`config.mk`:
```
export PLATFORM = sky130hd
export DESIGN_NAME = sap_control_sequencer_flat
export DESIGN_NICKNAME = d
export VERILOG_FILES = /design/src/rtl/sap_control_sequencer_if.sv /design/src/rtl/sap_control_sequencer.sv /design/src/flat_wrapper.sv
export SDC_FILE = /design/constraint.sdc
export NUM_CORES = 1
export LEC_CHECK = 0
export ABC_AREA = 1
export CAP_MARGIN = 20
export CORE_UTILIZATION = 30
export CTS_BUF_LIST = sky130_fd_sc_hd__clkbuf_4 sky130_fd_sc_hd__clkbuf_8
export CTS_CLUSTER_SIZE = 16
export DETAILED_ROUTE_END_ITERATION = 10
export SYNTH_ARGS = -nofsm -noshare
export SYNTH_HDL_FRONTEND = slang
export SYNTH_SLANG_ARGS = --single-unit
```
`constraint.sdc`:
```
create_clock -name clock -period 2.2 [get_ports clock]
set_input_delay 0.44 -clock clock [delete_from_list [all_inputs] [get_ports clock]]
set_output_delay 0.44 -clock clock [all_outputs]
set_load 0.01 [all_outputs]
```
`src/rtl/sap_control_sequencer_if.sv`:
```
// Control-sequencer bus: IR opcode in, control word, ring state and halt flag out.
// The sequencer drives through the master modport; the datapath/IR side uses slave.
interface sap_control_sequencer_if;
  logic [3:0]  instruction;
  logic [11:0] control_word;
  logic [5:0]  t_state;
  logic        halted;

  modport master (
    input  instruction,
    output control_word,
    output t_state,
    output halted
  );

  modport slave (
    output instruction,
    input  control_word,
    input  t_state,
    input  halted
  );
endinterface

```
`src/rtl/sap_control_sequencer.sv`:
```
// SAP-1 controller-sequencer: one-hot T1..T6 ring counter plus microinstruction decoder.
// Define SAP_VARCYCLE_EN to skip idle execute states (variable machine cycle).
module sap_control_sequencer #(
  parameter logic [3:0] OPC_LDA = 4'b0000,
  parameter logic [3:0] OPC_ADD = 4'b0001,
  parameter logic [3:0] OPC_SUB = 4'b0010,
  parameter logic [3:0] OPC_OUT = 4'b1110,
  parameter logic [3:0] OPC_HLT = 4'b1111
) (
  input  logic                          clock,
  input  logic                          reset,
  sap_control_sequencer_if.master       bus
);

  // Word layout: {Cp,Ep,Lm_n,Ce,Li_n,Ei_n,La_n,Ea,Su,Eu,Lb_n,Lo_n}
  localparam logic [11:0] WordIdle   = 12'h2E3;
  localparam logic [11:0] WordFetch1 = 12'h4E3;
  localparam logic [11:0] WordFetch2 = 12'hAE3;
  localparam logic [11:0] WordFetch3 = 12'h363;
  localparam logic [11:0] WordIrToMar = 12'h0A3;
  localparam logic [11:0] WordLdaT5  = 12'h3C3;
  localparam logic [11:0] WordAddT5  = 12'h3E1;
  localparam logic [11:0] WordAddT6  = 12'h2C7;
  localparam logic [11:0] WordSubT5  = 12'h3E9;
  localparam logic [11:0] WordSubT6  = 12'h2CF;
  localparam logic [11:0] WordOutT4  = 12'h2F2;

  typedef enum logic [5:0] {
    StT1 = 6'b000001,
    StT2 = 6'b000010,
    StT3 = 6'b000100,
    StT4 = 6'b001000,
    StT5 = 6'b010000,
    StT6 = 6'b100000
  } t_state_e;

  t_state_e state_q, state_d;
  logic     halted_q, halted_d;
  logic     is_hlt;

  assign is_hlt = (bus.instruction == OPC_HLT);

`ifdef SAP_VARCYCLE_EN
  logic is_lda, is_out, is_known;

  assign is_lda   = (bus.instruction == OPC_LDA);
  assign is_out   = (bus.instruction == OPC_OUT);
  assign is_known = (bus.instruction == OPC_LDA) || (bus.instruction == OPC_ADD) ||
                    (bus.instruction == OPC_SUB) || (bus.instruction == OPC_OUT) ||
                    (bus.instruction == OPC_HLT);
`endif

  always_ff @(posedge clock or negedge reset) begin
    if (!reset) begin
      state_q  <= StT1;
      halted_q <= 1'b0;
    end else begin
      state_q  <= state_d;
      halted_q <= halted_d;
    end
  end

  // Ring advance; once halted the ring holds at T5 until reset.
  always_comb begin
    state_d  = state_q;
    halted_d = halted_q;
    if (!halted_q) begin
      unique case (state_q)
        StT1: state_d = StT2;
        StT2: state_d = StT3;
        StT3: begin
          state_d = StT4;
`ifdef SAP_VARCYCLE_EN
          if (!is_known) state_d = StT1;
`endif
        end
        StT4: begin
          state_d = StT5;
          if (is_hlt) begin
            halted_d = 1'b1;
`ifdef SAP_VARCYCLE_EN
          end else if (is_out) begin
            state_d = StT1;
`endif
          end
        end
        StT5: begin
          state_d = StT6;
`ifdef SAP_VARCYCLE_EN
          if (is_lda) state_d = StT1;
`endif
        end
        StT6: state_d = StT1;
        default: state_d = StT1;
      endcase
    end
  end

  // Decode: purely combinational from registered state and the stable IR nibble.
  always_comb begin
    bus.control_word = WordIdle;
    if (!halted_q) begin
      unique case (state_q)
        StT1: bus.control_word = WordFetch1;
        StT2: bus.control_word = WordFetch2;
        StT3: bus.control_word = WordFetch3;
        StT4: begin
          if ((bus.instruction == OPC_LDA) || (bus.instruction == OPC_ADD) ||
              (bus.instruction == OPC_SUB)) begin
            bus.control_word = WordIrToMar;
          end else if (bus.instruction == OPC_OUT) begin
            bus.control_word = WordOutT4;
          end
        end
        StT5: begin
          if (bus.instruction == OPC_LDA) begin
            bus.control_word = WordLdaT5;
          end else if (bus.instruction == OPC_ADD) begin
            bus.control_word = WordAddT5;
          end else if (bus.instruction == OPC_SUB) begin
            bus.control_word = WordSubT5;
          end
        end
        StT6: begin
          if (bus.instruction == OPC_ADD) begin
            bus.control_word = WordAddT6;
          end else if (bus.instruction == OPC_SUB) begin
            bus.control_word = WordSubT6;
          end
        end
        default: bus.control_word = WordIdle;
      endcase
    end
  end

  assign bus.t_state = state_q;
  assign bus.halted  = halted_q;

endmodule
```
`src/flat_wrapper.sv`:
```
// flat-port wrapper written by rule: the top's interface ports become plain ports
module sap_control_sequencer_flat 
#(
  parameter logic [3:0] OPC_LDA = 4'b0000,
  parameter logic [3:0] OPC_ADD = 4'b0001,
  parameter logic [3:0] OPC_SUB = 4'b0010,
  parameter logic [3:0] OPC_OUT = 4'b1110,
  parameter logic [3:0] OPC_HLT = 4'b1111
)
  (clock, reset, bus_instruction, bus_control_word, bus_t_state, bus_halted);
  sap_control_sequencer_if bus_i ();
  input  logic clock;
  input  logic reset;
  input wire logic [$bits(bus_i.instruction)-1:0] bus_instruction;
  output wire logic [$bits(bus_i.control_word)-1:0] bus_control_word;
  output wire logic [$bits(bus_i.t_state)-1:0] bus_t_state;
  output wire logic [$bits(bus_i.halted)-1:0] bus_halted;
  assign bus_i.instruction = bus_instruction;
  assign bus_control_word = bus_i.control_word;
  assign bus_t_state = bus_i.t_state;
  assign bus_halted = bus_i.halted;
  sap_control_sequencer #(.OPC_LDA(OPC_LDA), .OPC_ADD(OPC_ADD), .OPC_SUB(OPC_SUB), .OPC_OUT(OPC_OUT), .OPC_HLT(OPC_HLT)) u_core (.clock(clock), .reset(reset), .bus(bus_i));
endmodule
```
==> flow_summary.json <==
{
  "syn_avg_cell_area_sq_um": 5.98,
  "async_flop_share_pct": 100,
  "r2r_cells": 7,
  "cts_tree": "built",
  "worstMarginPinSlew_ns": 0.383,
  "crit_path_max_incr_delay_ns": 0.61,
  "whs_ns": 0.447,
  "startpoint_type": "flip-flop",
  "synth_flop_cell": "dfrtp_1",
  "io_pins": 25,
  "gr-total-overflow": 0,
  "hold_buffers": 0,
  "cp_max_fo": 4,
  "die_w_microns": 46.7,
  "yosysWarnings": 0,
  "gp_congestion": 0.855,
  "htreeDepth": 1,
  "synth.most_common_cell": "nor2_1",
  "syn_inst": 100,
  "drv_slew": 0,
  "path_depth": 6,
  "syn-num-nets": 106,
  "cp.required_ns": 1.76,
  "synth.ff_latch_count": 7,
  "synth_area_leaders": "dfrtp_1 (25%), nor2_1 (16%), nand3_1 (15%)",
  "wl_per_cell_microns": 11.9,
  "period_share_pct": 98.4,
  "synth_edf_count": 0,
  "drt-initial-drc-count": 27,
  "arrival_ns": 1.73,
  "cp-end-kind": "primary output",
  "vdd_drop_max_v": 0.000269,
  "clkSinkCount": 7,
  "grt_max_degree": 14,
  "fin_worst_skew_ns": 0.00478,
  "final_layout_size_suffix_gt1_share_pct": 33.6,
  "finish.utilization_pct": 57.4,
  "syn2layout_area_growth_pct": 72.8,
  "detail-route-antenna-nets": 0,
  "drc_errors": 0,
  "antenna_found_initial": 0,
  "netlist.area_leader.share_pct": 25.1,
  "clkTransAtPathRegs_ns": 0.06,
  "n_antenna_cell": 0,
  "finalCriticalPeriod_ns": 2.17,
  "via_per_inst": 4.98,
  "final_nets": 144,
  "rows": 15,
  "yosysTopAreaCell": "dfrtp_1",
  "io_buffers": 24,
  "slew_headroom_pct": 74.5,
  "path_class": "reg -> out",
  "p_leak_nw": 0.508,
  "status": "complete, no violations",
  "finalHoldViolCount": 0,
  "totalWireLength_mm": 1.93,
  "first_pass_iters": 4,
  "coreArea_sq_um": 1800,
  "path_delay_family": "flip-flops",
  "start_util_pct": 33.2,
  "critPathBufInv": 2,
  "powerDensity_nw_per_um2": 280,
  "layout.cells.non_filler": 162,
  "grt_pass1_wl_mm": 3.19,
  "crit_chain": "nor2_2 > o21ai_2 > buf_4 > o21a_1 > nand3_1 > dlygate4sd2_1",
  "cts_root_buf": "clkbuf_4",
  "grt_pass1_vias": 804,
  "hold_path_class": "in -> async",
  "insertion_delay_ns": 0.26,
  "synth.cell_area_sq_um": 598,
  "cpMaxStageDelayCell": "dfstp_2",
  "finalSetupViolCount": 0,
  "hpwlAfterDp_mm": 1.33,
  "maxCapViolCount": 0,
  "grt_usage_pct": 20.8,
  "cts_buffers": 3,
  "fmax_mhz": 462,
  "yosys-top-cells-count": "nor2_1 (25), nand2_1 (19), nand3_1 (18)",
  "dp_cells": 151,
  "chipHeight_microns": 46.7,
  "cts_buffer_depth": 2,
  "yosysUniqueCellTypes": 16,
  "vias": 806,
  "die_area_sq_um": 2180,
  "yosysSeqAreaShare_pct": 29.5,
  "rsz0062_at_grt": "yes"
}
-- worst reg2reg max path, cell delays in order, from the launching register on --
cell and delay, ns:
dfstp_2 0.61, nor2_4 0.06, nand3_1 0.14, buf_4 0.14
nand2_1 0.06, nor2_1 0.09, nand2_1 0.05, o21ai_0 0.08
-- sequential cells by signal (all words and copies together), names as in the netlist --
name	flops
u_core.bus.t_state	6
u_core.bus.halted	1
-- cell families (layout without fill, tap and decap cells) --
family,after synthesis,count (layout),share of synthesized area [%]
and+or+nand+nor,66,66,47.9
buffers and inverters,15,52,9.62
AOI/OAI and AO/OA,12,12,13.0
DFF,7,7,29.5
-- cells in the final DEF, fill, tap and decap left out, types with 4 or more instances in the layout --
cell type,n
buf_4,10
clkbuf_4,4
clkdlybuf4s50_1,8
dlygate4sd2_1,11
inv_1,8
inv_2,5
nand2_1,17
nand3_1,16
nor2_1,14
nor2_2,8
nor2_4,4
o21ai_0,6
-- layout make-up --
cell class,instances,area (sq um)
Clock buffer,4,30.0
Fill cell,172,768
Sequential cell,7,180
Timing Repair Buffer,34,298
Tap cell,25,31.3
Multi-Input combinational cell,78,439
Inverter,14,55.1
-- power breakdown --
part | internal [mW] | switching, mW
sequential | 0.129 | 0
clock | 0.0820 | 0.0549
combinational | 0.0104 | 0.0129
-- per-stage QoR --
stage	power, mW	setup TNS [ns]	instance area (sq um)	setup WS [ns]
2_1_floorplan	0.140	0	598	0.597
3_3_place_gp	0.155	-1.90	887	-0.243
4_1_cts	0.289	-0.129	1000	-0.129
3_5_place_dp	0.155	-2.01	887	-0.279
6_report	0.289	0	1030	0.0349
5_1_grt	0.304	-0.0498	1030	-0.0316
-- worst paths after layout --
kind	startpoint	slack (ns)	to
min in group clock	u_core.bus.t_state[0]	0.60	u_core.bus.t_state[0]
worst min register to register	u_core.bus.t_state[0]	0.60	u_core.bus.t_state[0]
max in group asynchronous	reset	1.46	u_core.bus.t_state[0]
worst min-delay path	reset	0.45	u_core.bus.t_state[2]
worst max-delay path	u_core.bus.t_state[0]	0.03	bus_control_word[0]
worst max register to register	u_core.bus.t_state[0]	0.89	u_core.bus.t_state[0]
-- routing by layer --
layer,vias up,global-route usage [%],share of wire (%)
met2,26,36.1,51
met5,-,0,0
li1,397,-,-
met1,379,24.0,42
met4,0,6.29,0.88
met3,4,6.67,5.9
-- what timing repair did --
| item | 4_1_cts | 5_1_grt |
|---|---|---|
| cloned | 0 | 0 |
| setup endpoints to repair | 11 | 5 |
| pin swaps | 8 | 3 |
| gates resized for setup | 40 | 15 |
| buffers inserted | 6 | 2 |
Note: power is estimated with default switching activity, not from simulation.
==> variant 1, RTL diff (same flow settings) <==
Add a define of `SAP_VARCYCLE_EN`.
--- a/src/rtl/sap_control_sequencer.sv
+++ b/src/rtl/sap_control_sequencer.sv
@@ -1,5 +1,7 @@
 // SAP-1 controller-sequencer: one-hot T1..T6 ring counter plus microinstruction decoder.
 // Define SAP_VARCYCLE_EN to skip idle execute states (variable machine cycle).
+`define SAP_VARCYCLE_EN
+
 module sap_control_sequencer #(
   parameter logic [3:0] OPC_LDA = 4'b0000,
   parameter logic [3:0] OPC_ADD = 4'b0001,
Function: changed (Yosys sat finds a counterexample within 4 cycles, from zero or initial values and one cycle with reset low).
==> variant 1 against the original RTL <==
Cell area grew 7.4%; critical path depth grew 2; synthesized area grew 14%; routed wire length shrank 4.3%; worst setup slack gained 46 ps; sequential cell count is the same; total power shrank 0.91%; via count is the same; global-route usage shrank 4.5 points; critical path type is now primary input to primary output; largest cell class unchanged.
==> variant 1: results <==
set metrics [dict create \
    ys_types 23 \
    place_area_mm2 0.001018 \
    worst_path_largest_cell_delay_ps 430 \
    nets 152 \
    cp_slowest_cell "clkdlybuf4s50_1" \
    status "complete, no violations" \
    powerComb_mw 0.0324 \
    cp_max_fo 3 \
    dp_hpwl_mm 1.498 \
    drt_wl_total_mm 1.849 \
    synth_area_leaders "dfrtp_1, nand2_1, inv_1" \
    p_seq_frac 0.456 \
    routedWlPerCell_um 10.75 \
    p_sw_frac 0.2146 \
    power_leakage_nw 0.5439 \
    diodes 0 \
    grt_pass1_wl_mm 3.132 \
    grt_max_degree 15 \
    drive_gt1_frac 0.4069 \
    worstPathArrival_ps 1680 \
    pre_cts_slack_ps -260.0 \
    ys.flop_type "dfrtp_1" \
    gp_congestion 0.8787 \
    max-vdd-ir-drop_mv 0.3736 \
    synth_nets 110 \
    grtUsageTotal 0.1632 \
    worstMarginPinSlew_ps 324.0 \
    cp_top_family "buffers and inverters" \
    clock_latency_ps 240 \
    first_pass_iters 4 \
    ys_seq_area_frac 0.2582 \
    drt_iter0_drc 17 \
    ys_top_cells_by_count "nand2_1, inv_1, nor2_1" \
    fmax_mhz 471.9 \
    grt_pass1_vias 761 \
    syn_area_per_cell_um2 6.569 \
    fin_skew_ps 1.156 \
    reg2reg_slack_ps 840 \
    post-place-cells 164 \
    power.clock.fraction 0.431 \
    num_vias 806 \
    htreeDepth 1 \
    cts_buffers 3 \
]
## variant 1: cell types whose count changed in the layout (fill, tap and decap cells not counted), moves of 4 or more
cell | before | now
buf_4 | 10 | 14
nand3_1 | 16 | 8
o21ai_0 | 6 | 0
nand2_2 | 1 | 5
inv_1 | 8 | 14
nor2_1 | 14 | 8
## variant 1: per-stage QoR
stage / util / hold slack [ps]
after floorplan: - / 144.4
after global placement: 0.4988 / 619.0
after detailed placement: 0.4988 / 638.4
after CTS: 0.5276 / 446.1
after global routing: 0.5435 / 455.0
final: 0.5435 / 447.4
## variant 1: what timing repair did
item | 4_1_cts | 5_1_grt
endpoints found under the setup margin | 11 | 10
buffers inserted | 3 | 1
pin swaps | 4 | 4
gates resized for setup | 22 | 17
## variant 1: layout make-up
cell class,count,area (um^2)
timing repair buffer,38,326.6
tap,27,33.78
sequential,7,178.9
clock buffer,4,30.03
fill,207,932.1
inverter,21,78.83
multi-input combinational,75,461.7
## variant 1: path summary, 6_finish.rpt
kind	from	to	cells after the start
max in group asynchronous	reset	u_core.bus.t_state[0]	1
min in group clock	u_core.bus.t_state[0]	u_core.bus.t_state[0]	4
hold / removal	reset	u_core.bus.t_state[3]	1
hold reg to reg	u_core.bus.t_state[0]	u_core.bus.t_state[0]	4
setup / recovery	bus_instruction[0]	bus_control_word[0]	8
setup reg to reg	u_core.bus.t_state[2]	u_core.bus.t_state[0]	8
## variant 1: logic make-up after synthesis
logic type,share of synthesized area
AOI/OAI and AO/OA,0.1484
and+or+nand+nor,0.4579
buffers and inverters,0.1355
DFF,0.2582
## variant 1: layer usage
layer	track usage	up-vias	wire, um
li1	-	416	-
met1	0.1925	363	839
met2	0.2883	25	917
met3	0.04938	2	83
met4	0.03333	0	9
met5	0	-	0
==> variant 2, RTL diff (same flow settings) <==
Made on the original files. Make the reset (`reset`) synchronous in one clocked block.
--- a/src/rtl/sap_control_sequencer.sv
+++ b/src/rtl/sap_control_sequencer.sv
@@ -50,7 +50,7 @@
                     (bus.instruction == OPC_HLT);
 `endif
 
-  always_ff @(posedge clock or negedge reset) begin
+  always_ff @(posedge clock) begin
     if (!reset) begin
       state_q  <= StT1;
       halted_q <= 1'b0;
Function: differs if reset is asserted again (counterexample within 4 cycles, from zero or initial values and one cycle with reset low); with reset held inactive, the same outputs for 10 cycles.
==> variant 2 against the original RTL <==
Global-route usage decreased by 3.3 points; clock skew decreased by 3.1 ps; routed wire length decreased by 12%; critical path depth increased by 1; cell area decreased by 11%; first-iteration DRC count decreased by 85%; synthesized area decreased by 2.1%; sequential cell count unchanged; sequential share of layout area decreased by 1.7 points; worst setup slack improved by 68 ps; core utilization decreased by 6.0 points; critical endpoint is now bus_control_word[11].
Power is not compared: it rests on default switching activity, and its combinational part moved more than twofold at a synthesized area within 25%.
==> variant 2: results <==
set metrics [dict create \
    status "complete, no violations" \
    endpoint "bus_control_word[11]" \
    ys_top_cells_by_count "nor2_1, nand2_1, inv_1" \
    hold_end "u_core.bus.t_state[4]" \
    cp-startpoint "u_core.bus.t_state[1]" \
    buffers_excl_clock 28 \
    worstPathArrival_ps 1660 \
    fin_skew_ps 1.679 \
    synth_nets 116 \
    clock_buffers 4 \
    fmax_mhz 476.9 \
    reg2reg_slack_ps 1060 \
    synthCells 110 \
    r2r_end "u_core.bus.t_state[0]" \
    post-cts-setup-buffers 0 \
    rr_startpoint "u_core.bus.t_state[5]" \
    powerComb_mw 0.203 \
    multi_input_cells 84 \
    fillers 190 \
    final-clk-cell-share 0.03279 \
    async_flop_share 0 \
    num_vias 770 \
    seq_area_um2 143.9 \
    drt_iter0_drc 4 \
    grt_pass1_vias 663 \
    nonClkBufAreaFrac 0.2746 \
    maxSlewHeadroom 0.8297 \
    ys_seq_area_frac 0.2393 \
    cp_top_family "buffers and inverters" \
    p_int_mw 0.3074 \
    cp_max_fo 5 \
    synth_area_leaders "dfxtp_1, nor2_1, nand2_1" \
    dp_hpwl_mm 1.345 \
    drive_gt1_frac 0.2128 \
    cts_buffers 3 \
    nets 148 \
    hold_path_class "flop to flop" \
    worst_path_largest_cell_delay_ps 520 \
    routedWlPerCell_um 10.28 \
    grt_max_degree 9 \
    place_area_um2 882.1 \
    worstRegToRegCells 8 \
    post-place-cells 162 \
    inv_count 18 \
    htreeDepth 1 \
    pre_cts_slack_ps -259.3 \
    power_leakage_nw 0.4752 \
    grtUsageTotal 0.1750 \
    gp_congestion 0.8338 \
    layout.cells.non_filler 166 \
    largest_register_ffs 6 \
    p_sw_frac 0.3574 \
    core_mm2 0.001783 \
    grt_pass1_wl_mm 2.691 \
    synth-compound-area-share 0.1261 \
    multi_input_area_share 0.4276 \
    cp_slowest_cell "clkdlybuf4s50_1" \
]
==> variant 2: worst register-to-register path, delay by kind of cell, from the launching register on <==
kind	cells	cell delay, ps
and+or+nand+nor	5	460
AOI/OAI and AO/OA	1	90
buffers and inverters	2	150
DFF	1	390
==> variant 2: through the flow <==
step	hold slack, ps	utilization
after floorplan	516.4	-
after global routing	512.6	0.5137
after global placement	495.7	0.4947
after CTS	495.3	0.5123
after detailed placement	510.2	0.4947
final	486.4	0.5137
==> variant 2: per-layer routing <==
| metal | routed length, um | track usage | vias up |
|---|---|---|---|
| li1 | - | - | 403 |
| met3 | 79 | 0.01176 | 2 |
| met5 | 0 | 0 | - |
| met4 | 8 | 0.07059 | 0 |
| met1 | 768 | 0.2065 | 344 |
| met2 | 850 | 0.3211 | 21 |
==> variant 2: what timing repair did <==
item / CTS / global route
pin swaps: 0 / 4
resized for setup: 14 / 18
endpoints found under the setup margin: 10 / 11
